## config.mk

```make
export PLATFORM = sky130hd
export DESIGN_NAME = data_memory_arbiter_flat
export DESIGN_NICKNAME = d
export VERILOG_FILES = /design/src/rtl/dmem_pkg.sv /design/src/rtl/data_memory_arbiter_if.sv /design/src/rtl/dmem_lane_unit.sv /design/src/rtl/data_memory_arbiter.sv /design/src/flat_wrapper.sv
export SDC_FILE = /design/constraint.sdc
export NUM_CORES = 1
export LEC_CHECK = 0
export ABC_AREA = 1
export BUFFER_PORTS_ARGS = -buffer_cell sky130_fd_sc_hd__buf_4
export CORE_AREA = 2 2 171 173
export CTS_CLUSTER_DIAMETER = 30
export DETAILED_ROUTE_END_ITERATION = 10
export DIE_AREA = 0 0 173 175
export PLACE_DENSITY = 0.68
export SYNTH_ARGS = -nofsm -noshare
export SYNTH_HDL_FRONTEND = slang
export SYNTH_SLANG_ARGS = --single-unit
```

## constraint.sdc

```tcl
create_clock -name clock -period 3.31 [get_ports clock]
set_clock_uncertainty 0.2 [all_clocks]
set_input_delay 0.331 -clock clock [delete_from_list [all_inputs] [get_ports clock]]
set_output_delay 0.331 -clock clock [all_outputs]
set_load 0.01 [all_outputs]
```

## src/rtl/dmem_pkg.sv

```systemverilog
// Shared encodings for the data-memory arbiter: access sizes, port ids, FSM
// states and the alignment check used at grant time.
package dmem_pkg;

  localparam logic [1:0] SZ_BYTE = 2'b00;
  localparam logic [1:0] SZ_HALF = 2'b01;
  localparam logic [1:0] SZ_WORD = 2'b10;
  localparam logic [1:0] SZ_BAD  = 2'b11;

  localparam logic PORT_M0 = 1'b0;
  localparam logic PORT_M1 = 1'b1;

  typedef enum logic [1:0] {
    ST_IDLE,
    ST_ACCESS,
    ST_WRITE,
    ST_DONE
  } state_t;

  // Illegal size, or an address not aligned to the access size.
  function automatic logic is_illegal(input logic [1:0] size, input logic [1:0] lo);
    return (size == SZ_BAD) ||
           (size == SZ_HALF && lo[0]) ||
           (size == SZ_WORD && lo != 2'b00);
  endfunction

endpackage

```

## src/rtl/data_memory_arbiter_if.sv

```systemverilog
// Requester-side bus of the data-memory arbiter: two identical request ports.
// A port raises req with stable fields and holds them until gnt is seen high in
// the same cycle (gnt acts as ready); done then pulses once with rdata/err valid.
interface data_memory_arbiter_if;
  logic        m0_req,      m1_req;
  logic        m0_we,       m1_we;
  logic [1:0]  m0_size,     m1_size;
  logic        m0_unsigned, m1_unsigned;
  logic [31:0] m0_addr,     m1_addr;
  logic [31:0] m0_wdata,    m1_wdata;
  logic        m0_gnt,      m1_gnt;
  logic        m0_done,     m1_done;
  logic [31:0] m0_rdata,    m1_rdata;
  logic        m0_err,      m1_err;

  modport master (
    output m0_req, m0_we, m0_size, m0_unsigned, m0_addr, m0_wdata,
    output m1_req, m1_we, m1_size, m1_unsigned, m1_addr, m1_wdata,
    input  m0_gnt, m0_done, m0_rdata, m0_err,
    input  m1_gnt, m1_done, m1_rdata, m1_err
  );

  modport slave (
    input  m0_req, m0_we, m0_size, m0_unsigned, m0_addr, m0_wdata,
    input  m1_req, m1_we, m1_size, m1_unsigned, m1_addr, m1_wdata,
    output m0_gnt, m0_done, m0_rdata, m0_err,
    output m1_gnt, m1_done, m1_rdata, m1_err
  );
endinterface

```

## src/rtl/dmem_lane_unit.sv

```systemverilog
// Combinational byte-lane logic: load extraction with sign/zero extension and
// store merge of a byte or halfword into the word read back from memory.
module dmem_lane_unit
  import dmem_pkg::*;
(
  input  logic [1:0]  size,
  input  logic        is_unsigned,
  input  logic [1:0]  lane,
  input  logic [31:0] word,
  input  logic [31:0] wdata,
  output logic [31:0] load_data,
  output logic [31:0] merged
);

  logic [4:0]  byte_sh;
  logic [4:0]  half_sh;
  logic [31:0] shifted;

  assign byte_sh = {lane, 3'b000};
  assign half_sh = {lane[1], 4'b0000};
  assign shifted = word >> byte_sh;

  always_comb begin
    load_data = word;
    merged    = word;
    case (size)
      SZ_BYTE: begin
        load_data = {{24{~is_unsigned & shifted[7]}}, shifted[7:0]};
        merged[byte_sh +: 8] = wdata[7:0];
      end
      SZ_HALF: begin
        load_data = {{16{~is_unsigned & shifted[15]}}, shifted[15:0]};
        merged[half_sh +: 16] = wdata[15:0];
      end
      default: begin
        load_data = word;
        merged    = wdata;
      end
    endcase
  end

endmodule

```

## src/rtl/data_memory_arbiter.sv

```systemverilog
// Round-robin arbiter and access sequencer in front of the single-port data
// memory; sub-word stores are done as read-modify-write.
module data_memory_arbiter
  import dmem_pkg::*;
(
  input  logic                       clock,
  input  logic                       reset,
  data_memory_arbiter_if.slave       bus,
  output logic                       mem_we,
  output logic [31:0]                mem_addr,
  output logic [31:0]                mem_wdata,
  input  logic [31:0]                mem_rdata,
  output state_t                     dbg_state
);

  state_t      state;
  logic        last;
  logic        owner;
  logic        we_q, uns_q, err_q;
  logic [1:0]  size_q;
  logic [31:0] addr_q, wdata_q, merged_q;
  logic        m0_done_q, m1_done_q, m0_err_q, m1_err_q;
  logic [31:0] m0_rdata_q, m1_rdata_q;

  logic        any_req, win_m1, win_id;
  logic        sel_we, sel_uns, sel_ill;
  logic [1:0]  sel_size;
  logic [31:0] sel_addr, sel_wdata;
  logic        fin, fin_id, fin_err;
  logic [31:0] load_data, merged;

  // m1 wins only if m0 is idle or m0 held the grant last time.
  assign any_req   = bus.m0_req | bus.m1_req;
  assign win_m1    = bus.m1_req & (~bus.m0_req | (last == PORT_M0));
  assign win_id    = win_m1 ? PORT_M1 : PORT_M0;
  assign bus.m0_gnt = (state == ST_IDLE) & bus.m0_req & ~win_m1;
  assign bus.m1_gnt = (state == ST_IDLE) & win_m1;

  assign sel_we    = win_m1 ? bus.m1_we       : bus.m0_we;
  assign sel_uns   = win_m1 ? bus.m1_unsigned : bus.m0_unsigned;
  assign sel_size  = win_m1 ? bus.m1_size     : bus.m0_size;
  assign sel_addr  = win_m1 ? bus.m1_addr     : bus.m0_addr;
  assign sel_wdata = win_m1 ? bus.m1_wdata    : bus.m0_wdata;
  assign sel_ill   = is_illegal(sel_size, sel_addr[1:0]);

  assign bus.m0_done  = m0_done_q;
  assign bus.m1_done  = m1_done_q;
  assign bus.m0_err   = m0_err_q;
  assign bus.m1_err   = m1_err_q;
  assign bus.m0_rdata = m0_rdata_q;
  assign bus.m1_rdata = m1_rdata_q;
  assign dbg_state    = state;

  dmem_lane_unit u_lane (
    .size        (size_q),
    .is_unsigned (uns_q),
    .lane        (addr_q[1:0]),
    .word        (mem_rdata),
    .wdata       (wdata_q),
    .load_data   (load_data),
    .merged      (merged)
  );

  // Decides whether the FSM enters DONE on this edge and for whom.
  always_comb begin
    fin     = 1'b0;
    fin_id  = owner;
    fin_err = 1'b0;
    case (state)
      ST_IDLE: if (any_req && sel_ill) begin
        fin     = 1'b1;
        fin_id  = win_id;
        fin_err = 1'b1;
      end
      ST_ACCESS: fin = ~we_q | (size_q == SZ_WORD);
      ST_WRITE:  fin = 1'b1;
      default:   fin = 1'b0;
    endcase
  end

  // Memory side is decoded from registers only, never from req.
  always_comb begin
    mem_we    = 1'b0;
    mem_addr  = 32'h0;
    mem_wdata = 32'h0;
    case (state)
      ST_ACCESS: begin
        mem_addr = {addr_q[31:2], 2'b00};
        if (we_q && size_q == SZ_WORD) begin
          mem_we    = 1'b1;
          mem_wdata = wdata_q;
        end
      end
      ST_WRITE: begin
        mem_addr  = {addr_q[31:2], 2'b00};
        mem_we    = 1'b1;
        mem_wdata = merged_q;
      end
      default: mem_we = 1'b0;
    endcase
  end

  always_ff @(posedge clock or negedge reset) begin
    if (!reset) begin
      state      <= ST_IDLE;
      last       <= PORT_M1;
      owner      <= PORT_M0;
      we_q       <= 1'b0;
      uns_q      <= 1'b0;
      err_q      <= 1'b0;
      size_q     <= SZ_BYTE;
      addr_q     <= 32'h0;
      wdata_q    <= 32'h0;
      merged_q   <= 32'h0;
      m0_done_q  <= 1'b0;
      m1_done_q  <= 1'b0;
      m0_err_q   <= 1'b0;
      m1_err_q   <= 1'b0;
      m0_rdata_q <= 32'h0;
      m1_rdata_q <= 32'h0;
    end else begin
      m0_done_q <= fin & (fin_id == PORT_M0);
      m1_done_q <= fin & (fin_id == PORT_M1);
      m0_err_q  <= fin & (fin_id == PORT_M0) & fin_err;
      m1_err_q  <= fin & (fin_id == PORT_M1) & fin_err;
      case (state)
        ST_IDLE: if (any_req) begin
          owner   <= win_id;
          last    <= win_id;
          we_q    <= sel_we;
          uns_q   <= sel_uns;
          size_q  <= sel_size;
          addr_q  <= sel_addr;
          wdata_q <= sel_wdata;
          err_q   <= sel_ill;
          if (sel_ill) begin
            state <= ST_DONE;
            if (win_id == PORT_M1) m1_rdata_q <= 32'h0;
            else                   m0_rdata_q <= 32'h0;
          end else begin
            state <= ST_ACCESS;
          end
        end
        ST_ACCESS: begin
          if (!we_q) begin
            if (owner == PORT_M1) m1_rdata_q <= load_data;
            else                  m0_rdata_q <= load_data;
            state <= ST_DONE;
          end else if (size_q == SZ_WORD) begin
            state <= ST_DONE;
          end else begin
            merged_q <= merged;
            state    <= ST_WRITE;
          end
        end
        ST_WRITE: state <= ST_DONE;
        default:  state <= ST_IDLE;
      endcase
    end
  end

endmodule

```

## src/flat_wrapper.sv

```systemverilog
// flat-port wrapper written by rule: the top's interface ports become plain ports
module data_memory_arbiter_flat import dmem_pkg::*;
  (clock, reset, mem_we, mem_addr, mem_wdata, mem_rdata, dbg_state, bus_m0_req, bus_m0_we, bus_m0_size, bus_m0_unsigned, bus_m0_addr, bus_m0_wdata, bus_m1_req, bus_m1_we, bus_m1_size, bus_m1_unsigned, bus_m1_addr, bus_m1_wdata, bus_m0_gnt, bus_m0_done, bus_m0_rdata, bus_m0_err, bus_m1_gnt, bus_m1_done, bus_m1_rdata, bus_m1_err);
  data_memory_arbiter_if bus_i ();
  input  logic clock;
  input  logic reset;
  output logic mem_we;
  output logic [31:0] mem_addr;
  output logic [31:0] mem_wdata;
  input  logic [31:0] mem_rdata;
  output state_t dbg_state;
  input wire logic [$bits(bus_i.m0_req)-1:0] bus_m0_req;
  input wire logic [$bits(bus_i.m0_we)-1:0] bus_m0_we;
  input wire logic [$bits(bus_i.m0_size)-1:0] bus_m0_size;
  input wire logic [$bits(bus_i.m0_unsigned)-1:0] bus_m0_unsigned;
  input wire logic [$bits(bus_i.m0_addr)-1:0] bus_m0_addr;
  input wire logic [$bits(bus_i.m0_wdata)-1:0] bus_m0_wdata;
  input wire logic [$bits(bus_i.m1_req)-1:0] bus_m1_req;
  input wire logic [$bits(bus_i.m1_we)-1:0] bus_m1_we;
  input wire logic [$bits(bus_i.m1_size)-1:0] bus_m1_size;
  input wire logic [$bits(bus_i.m1_unsigned)-1:0] bus_m1_unsigned;
  input wire logic [$bits(bus_i.m1_addr)-1:0] bus_m1_addr;
  input wire logic [$bits(bus_i.m1_wdata)-1:0] bus_m1_wdata;
  output wire logic [$bits(bus_i.m0_gnt)-1:0] bus_m0_gnt;
  output wire logic [$bits(bus_i.m0_done)-1:0] bus_m0_done;
  output wire logic [$bits(bus_i.m0_rdata)-1:0] bus_m0_rdata;
  output wire logic [$bits(bus_i.m0_err)-1:0] bus_m0_err;
  output wire logic [$bits(bus_i.m1_gnt)-1:0] bus_m1_gnt;
  output wire logic [$bits(bus_i.m1_done)-1:0] bus_m1_done;
  output wire logic [$bits(bus_i.m1_rdata)-1:0] bus_m1_rdata;
  output wire logic [$bits(bus_i.m1_err)-1:0] bus_m1_err;
  assign bus_i.m0_req = bus_m0_req;
  assign bus_i.m0_we = bus_m0_we;
  assign bus_i.m0_size = bus_m0_size;
  assign bus_i.m0_unsigned = bus_m0_unsigned;
  assign bus_i.m0_addr = bus_m0_addr;
  assign bus_i.m0_wdata = bus_m0_wdata;
  assign bus_i.m1_req = bus_m1_req;
  assign bus_i.m1_we = bus_m1_we;
  assign bus_i.m1_size = bus_m1_size;
  assign bus_i.m1_unsigned = bus_m1_unsigned;
  assign bus_i.m1_addr = bus_m1_addr;
  assign bus_i.m1_wdata = bus_m1_wdata;
  assign bus_m0_gnt = bus_i.m0_gnt;
  assign bus_m0_done = bus_i.m0_done;
  assign bus_m0_rdata = bus_i.m0_rdata;
  assign bus_m0_err = bus_i.m0_err;
  assign bus_m1_gnt = bus_i.m1_gnt;
  assign bus_m1_done = bus_i.m1_done;
  assign bus_m1_rdata = bus_i.m1_rdata;
  assign bus_m1_err = bus_i.m1_err;
  data_memory_arbiter u_core (.clock(clock), .reset(reset), .bus(bus_i), .mem_we(mem_we), .mem_addr(mem_addr), .mem_wdata(mem_wdata), .mem_rdata(mem_rdata), .dbg_state(dbg_state));
endmodule
```

# Yosys cells after proc, flatten, opt, wreduce, memory -nomap -nowiden
# Cells that the tools add are included.
[classes]
n_addsub = 2
eq_ne = 14
shift = 5
n_mux = 37
n_bitwise = 20
n_reduce_logical = 15
[op_table]
columns = ["cell", "count"]
rows = [
  ["32-bit two-way mux", 14],
  ["32-bit case mux with 2 select lines", 5],
  ["32-bit bitwise mux", 2],
  ["16-bit by 7-bit variable shift with 32-bit output, first input constant", 1],
  ["8-bit by 7-bit variable shift with 32-bit output, first input constant", 1],
  ["16-bit by 7-bit indexed part select with 32-bit output", 1],
  ["8-bit by 7-bit indexed part select with 32-bit output", 1],
  ["32-bit by 5-bit right shift with 16-bit output", 1],
  ["5-bit negator with 7-bit output", 2],
  ["6-bit AND reduction", 2],
  ["1-bit AND", 10],
  ["1-bit two-way mux", 9],
  ["2-bit == test, second input constant", 4],
  ["2-bit two-way mux", 4],
  ["2-bit by 1-bit inequality test with 1-bit output, second input constant", 4],
  ["1-bit NOT", 7],
  ["2-bit by 1-bit == test with 1-bit output, second input constant", 3],
  ["2-bit inequality test, second input constant", 3],
  ["2-bit case mux with 3 select lines", 1],
  ["1-bit logical AND", 4],
  ["2-bit logical NOT", 2],
  ["2-bit nonzero test", 2],
  ["1-bit OR", 3],
  ["1-bit case mux with 3 select lines", 1],
  ["other kinds (5)", 6],
]
[totals]
ff_bits = 172
inputBits = 172
out_inout_bits = 137
word_cells = 108

# Logic depth before layout (Yosys ltp)
[depth]
depth_word = 14
depth_mapped = 13
depth_no_buf = 12

# Cells and area by module
# A second synthesis with hierarchy kept.
[unflattened]
hier_cells = 1492
area_unflattened_um2 = 10278.6
[modules_own_cells]
columns = ["mod", "instances", "cells_per_inst", "area_per_inst_um2", "seq_area_each_um2"]
rows = [
  ["data_memory_arbiter", 1, 1038, 8294.2, 4305.4],
  ["dmem_lane_unit", 1, 454, 1984.4, 0.0],
]

# Least setup slack after synthesis
# OpenSTA, ideal clock, no wires.
[synth_timing]
path_kind = "flip-flop to flip-flop"
from = "reg u_core.addr_q[0]"
to = "reg u_core.merged_q[16]"
setup_ps = 87
arrival_time_ps = 2197
t_required_ps = 3023
path_slack_ps = 826
stages_incl_launch_ff = 12
path_buffers = 3
synth_period_minus_slack_ps = 2484
path_cell_list = "dfrtp_1 inv_1 buf_2 buf_1 ha_1 clkbuf_1 inv_2 nor2_1 nand3_1 a21oi_1 nor2_1 a22oi_1"
[synth_between]
elab_chain_len = 4
word_cells_on_any_way = 5
cone_classes = "add/sub: 1; shift: 2; mux: 2"
[synth_lines]
columns = ["item", "line", "text"]
rows = [
  ["from (decl)", "data_memory_arbiter.sv:21", "logic [31:0] addr_q, wdata_q, merged_q;"],
  ["from (signal assigned)", "data_memory_arbiter.sv:133", "addr_q <= sel_addr;"],
  ["5-bit negator with 7-bit output *", "dmem_lane_unit.sv:29", "merged[byte_sh +: 8] = wdata[7:0];"],
  ["8-bit by 7-bit indexed part select with 32-bit output / 8-bit by 7-bit variable shift with 32-bit output (equally long branches)", "dmem_lane_unit.sv:29", ""],
  ["32-bit bitwise mux *", "dmem_lane_unit.sv:29", ""],
  ["32-bit case mux with 2 select lines *", "dmem_lane_unit.sv:26", "case (size)"],
  ["to (signal assigned)", "data_memory_arbiter.sv:152", "merged_q <= merged;"],
  ["to (decl)", "data_memory_arbiter.sv:21", ""],
]
# Mark *: on every way between the ends. The rest lies on a longest branch, timed or not.
# A chain may end at the register's enable or synchronous reset.

# Worst setup path in the final report
[layout_timing]
from = "reg u_core.state[1] (netlist: u_core.dbg_state[1])"
to = "out mem_wdata[16]"
[layout_between]
elab_chain_len = 2
word_cells_on_any_way = 3
cone_classes = "eq/ne: 2; mux: 1"
[layout_lines]
columns = ["item", "line", "text"]
rows = [
  ["from (decl)", "data_memory_arbiter.sv:16", "state_t state;"],
  ["from (signal assigned)", "data_memory_arbiter.sv:105", "state <= ST_IDLE;"],
  ["from (signal assigned)", "data_memory_arbiter.sv:137", "state <= ST_DONE;"],
  ["from (signal assigned)", "data_memory_arbiter.sv:141", "state <= ST_ACCESS;"],
  ["2-bit == test / 2-bit by 1-bit == test with 1-bit output (equally long branches)", "data_memory_arbiter.sv:86", "case (state)"],
  ["32-bit case mux with 2 select lines *", "data_memory_arbiter.sv:86", ""],
  ["to (decl)", "flat_wrapper.sv:9", "output logic [31:0] mem_wdata;"],
]
# Marks and branches as above.

==> summary.txt <==
Status: complete, no violations
Via count: 10943
Routed Wire Length: 38100 um
Layout Utilization: 49.3%
Final Max Tran Viols: 0
Htree depth: 4
HPWL Detailed: 27300 um
Worst-Skew Late Latency: 0.44 ns
TritonRoute pass-1 iters: 5
Post-synth top area share: 43.4%
Chip height: 175 um
Endpoints failing hold: 0
Fraction of final layout cells with drive strength greater than 1: 22.0%
PortBufs: 306
Nature of the critical path endpoint: output port
Post-synth top flop: dfrtp_1
Worst setup SP type: flip-flop
TritonCTS Buffers: 17
Placed Cells: 1990
Root buffer cell: clkbuf_16
R2R Path End: u_core.addr_q[19]$_DFFE_PN0P_
Minimum clock period: 2.94 ns
Post_cts resized: 0
Initial Util: 34.7%
Syn avg cell area: 7.17 sq um
Mapped Area: 9860 sq um
Vias in the first global route: 10336
Pin count of the biggest net entering global routing: 101
Final period util: 88.7%
Pwr Density: 974 nW/um^2
Drt first-iter violations: 1030
First-pass GRT wire length: 58400 um
CP Max Fanout: 27
Nets: 1904
Die Footprint: 30300 sq um
Area grow syn2layout: 41.9%
R2r worst-path depth: 9
Sequential area share after synthesis: 43.7%
CP Cell Sequence: inv_1 > ha_1 > buf_4 > nand3_1 > buf_4 > o22ai_1 > inv_1 > nor2_1 > buf_4
CP Class: reg2out
GPL Wtd Cong: 0.912
WL/cell: 18.0 um
CTS tree: built
Most frequent CP cell: buf_4
DRC violations left: 0
Synth area leader: dfrtp_1
Total congestion overflow: 0
Synth cell types: 36
Tightest Pin Transition: 0.824 ns
Area contributors post-synth: dfrtp_1 43%, nand2_1 12%, o21ai_0 9.7%, nor2_1 6.1%, inv_1 6.0%
Hold Crit Start: bus_m0_addr[12]
Class of the worst hold path: in2reg
Clock slew at reported path FFs: 0.08 ns
Ys Warns: 0
Critical path's largest stage delay: 0.42 ns
Peak supply drop: 0.527 mV
Ys async rst share: 100%
Post-synth EDFFs: 0
Number of max-cap violations: 0
Core area: 28400 sq um
Die W: 173 um
Antenna-violating nets left: 0
Number of synthesized register bits: 172
Register-to-Register Setup Slack: 0.52 ns
Worst Setup SP: u_core.dbg_state[1]$_DFFE_PN0P_
Non-filler cells, final: 2120
Crit-path slowest cell: dfrtp_1
Synth Instances: 1374
# rows: 62
Via-per-instance ratio: 5.16
Design Area, Final: 14000 sq um
Leak: 7.20 nW
Relative slew slack: 45.1%
RR Startpoint: u_core.dbg_state[0]$_DFFE_PN0P_
Critical path capture point: mem_wdata[16]
Initial antenna violation count: 0
WP data required: 2.78 ns
Fmax: 341 MHz
Diode count: 0
Setup_tns: 0 ns
Data arrival, critical path: 2.41 ns
Total track usage: 24.6%
Placed Instance Area: 12400 sq um
Clock tree buffer depth: 2
RSZ-0062 raised after global routing: false
Number of setup violations in the final report: 0
# IOs: 309
CTS sink count: 172
-- where the power goes --
group | switching (mW) | internal, mW | leakage [nW]
Combinational | 4.88 | 2.99 | 4.74
Sequential | 0.569 | 3.03 | 2.15
Clock | 0.981 | 1.18 | 0.312
-- sequential cells by signal, indices dropped and copies added, names as in the netlist, 2 cells and up --
register and flops:
u_core.addr_q 32, u_core.bus.m0_rdata 32, u_core.bus.m1_rdata 32, u_core.merged_q 32
u_core.wdata_q 32, u_core.dbg_state 2, u_core.size_q 2
-- cell type report --
cell class / instances / area, sq um
repair buffers: 423 / 3470
clock inverters: 14 / 198
well taps: 384 / 480
flip-flops and latches: 172 / 4310
clock buffers: 18 / 439
multi-input cells: 942 / 4460
inverters: 167 / 632
fillers: 2821 / 14400
-- per-layer routing --
layer	GRT usage, %	up-vias	wire, um
met4	6.64	0	847
met1	32.7	5191	15800
met3	6.07	45	3650
li1	-	5182	-
met2	40.0	525	17800
met5	0	-	0
-- worst max-delay path, delay by kind of cell (launching register included) --
| family | cells | cell delay, ns |
|---|---|---|
| simple gates | 2 | 0.37 |
| flops | 1 | 0.42 |
| fa+ha+maj | 1 | 0.16 |
| buf+inv | 5 | 0.88 |
| compound gates | 1 | 0.14 |
-- cells in the final DEF, fill, tap and decap left out, types with 9 or more instances in the layout --
master / synthesis / routed
nand3_1: 36 / 36
ha_1: 9 / 9
o211ai_1: 9 / 9
a21oi_1: 93 / 93
dfrtp_1: 171 / 171
a22oi_1: 18 / 18
nand2_1: 307 / 307
o22ai_1: 72 / 72
dlygate4sd3_1: 0 / 98
inv_1: 157 / 156
o21ai_0: 192 / 192
buf_4: 12 / 320
nor2_1: 161 / 160
clkbuf_16: 0 / 17
-- kinds of logic after synthesis --
kind of cell | share of synthesized area [%]
other cells | 0.0380
simple gates | 21.4
fa+ha+maj | 1.14
compound gates | 22.5
buf+inv | 11.2
flops | 43.7
-- through the flow --
| stage | hold slack [ns] | total power [mW] | setup slack, ns |
|---|---|---|---|
| 2_1_floorplan | -0.165 | 8.16 | 0.826 |
| 3_3_place_gp | 0.229 | 10.8 | 0.720 |
| 3_5_place_dp | 0.223 | 10.9 | 0.722 |
| 4_1_cts | 0.000691 | 13.6 | 0.372 |
| 5_1_grt | 0.0193 | 14.6 | 0.244 |
| 6_report | 0.00393 | 13.6 | 0.374 |
-- synthesized netlist by cell type (all sizes together), types with 2 or more instances --
cell type,n
nand2,314
o22ai,72
nand3,37
o31ai,7
a22oi,18
clkinv,2
nand4,8
buf,40
clkbuf,54
inv,165
o21ai,202
dfrtp,171
nor2,164
a21oi,93
nor3,4
ha,9
o211ai,9
-- worst min-delay path by stage --
stage	slack, ns	end	depth (start not counted)
final	0.004	u_core.addr_q[12]$_DFFE_PN0P_	3
after global routing	0.02	u_core.wdata_q[8]$_DFFE_PN0P_	3
after CTS	0.0007	u_core.wdata_q[27]$_DFFE_PN0P_	3
after detailed placement	0.22	u_core.bus.m1_rdata[24]$_DFFE_PN0P_	1
after global placement	0.23	u_core.bus.m1_rdata[25]$_DFFE_PN0P_	1
after floorplan	-0.16	u_core.addr_q[0]$_DFFE_PN0P_	0
-- what timing repair did --
action | 4_1_cts | 5_1_grt
buffers inserted | 0 | 0
endpoints found under the hold margin | 128 | 0
setup endpoints to repair | 0 | 0
hold buffers | 98 | 0
(Power assumes the default switching activity.)
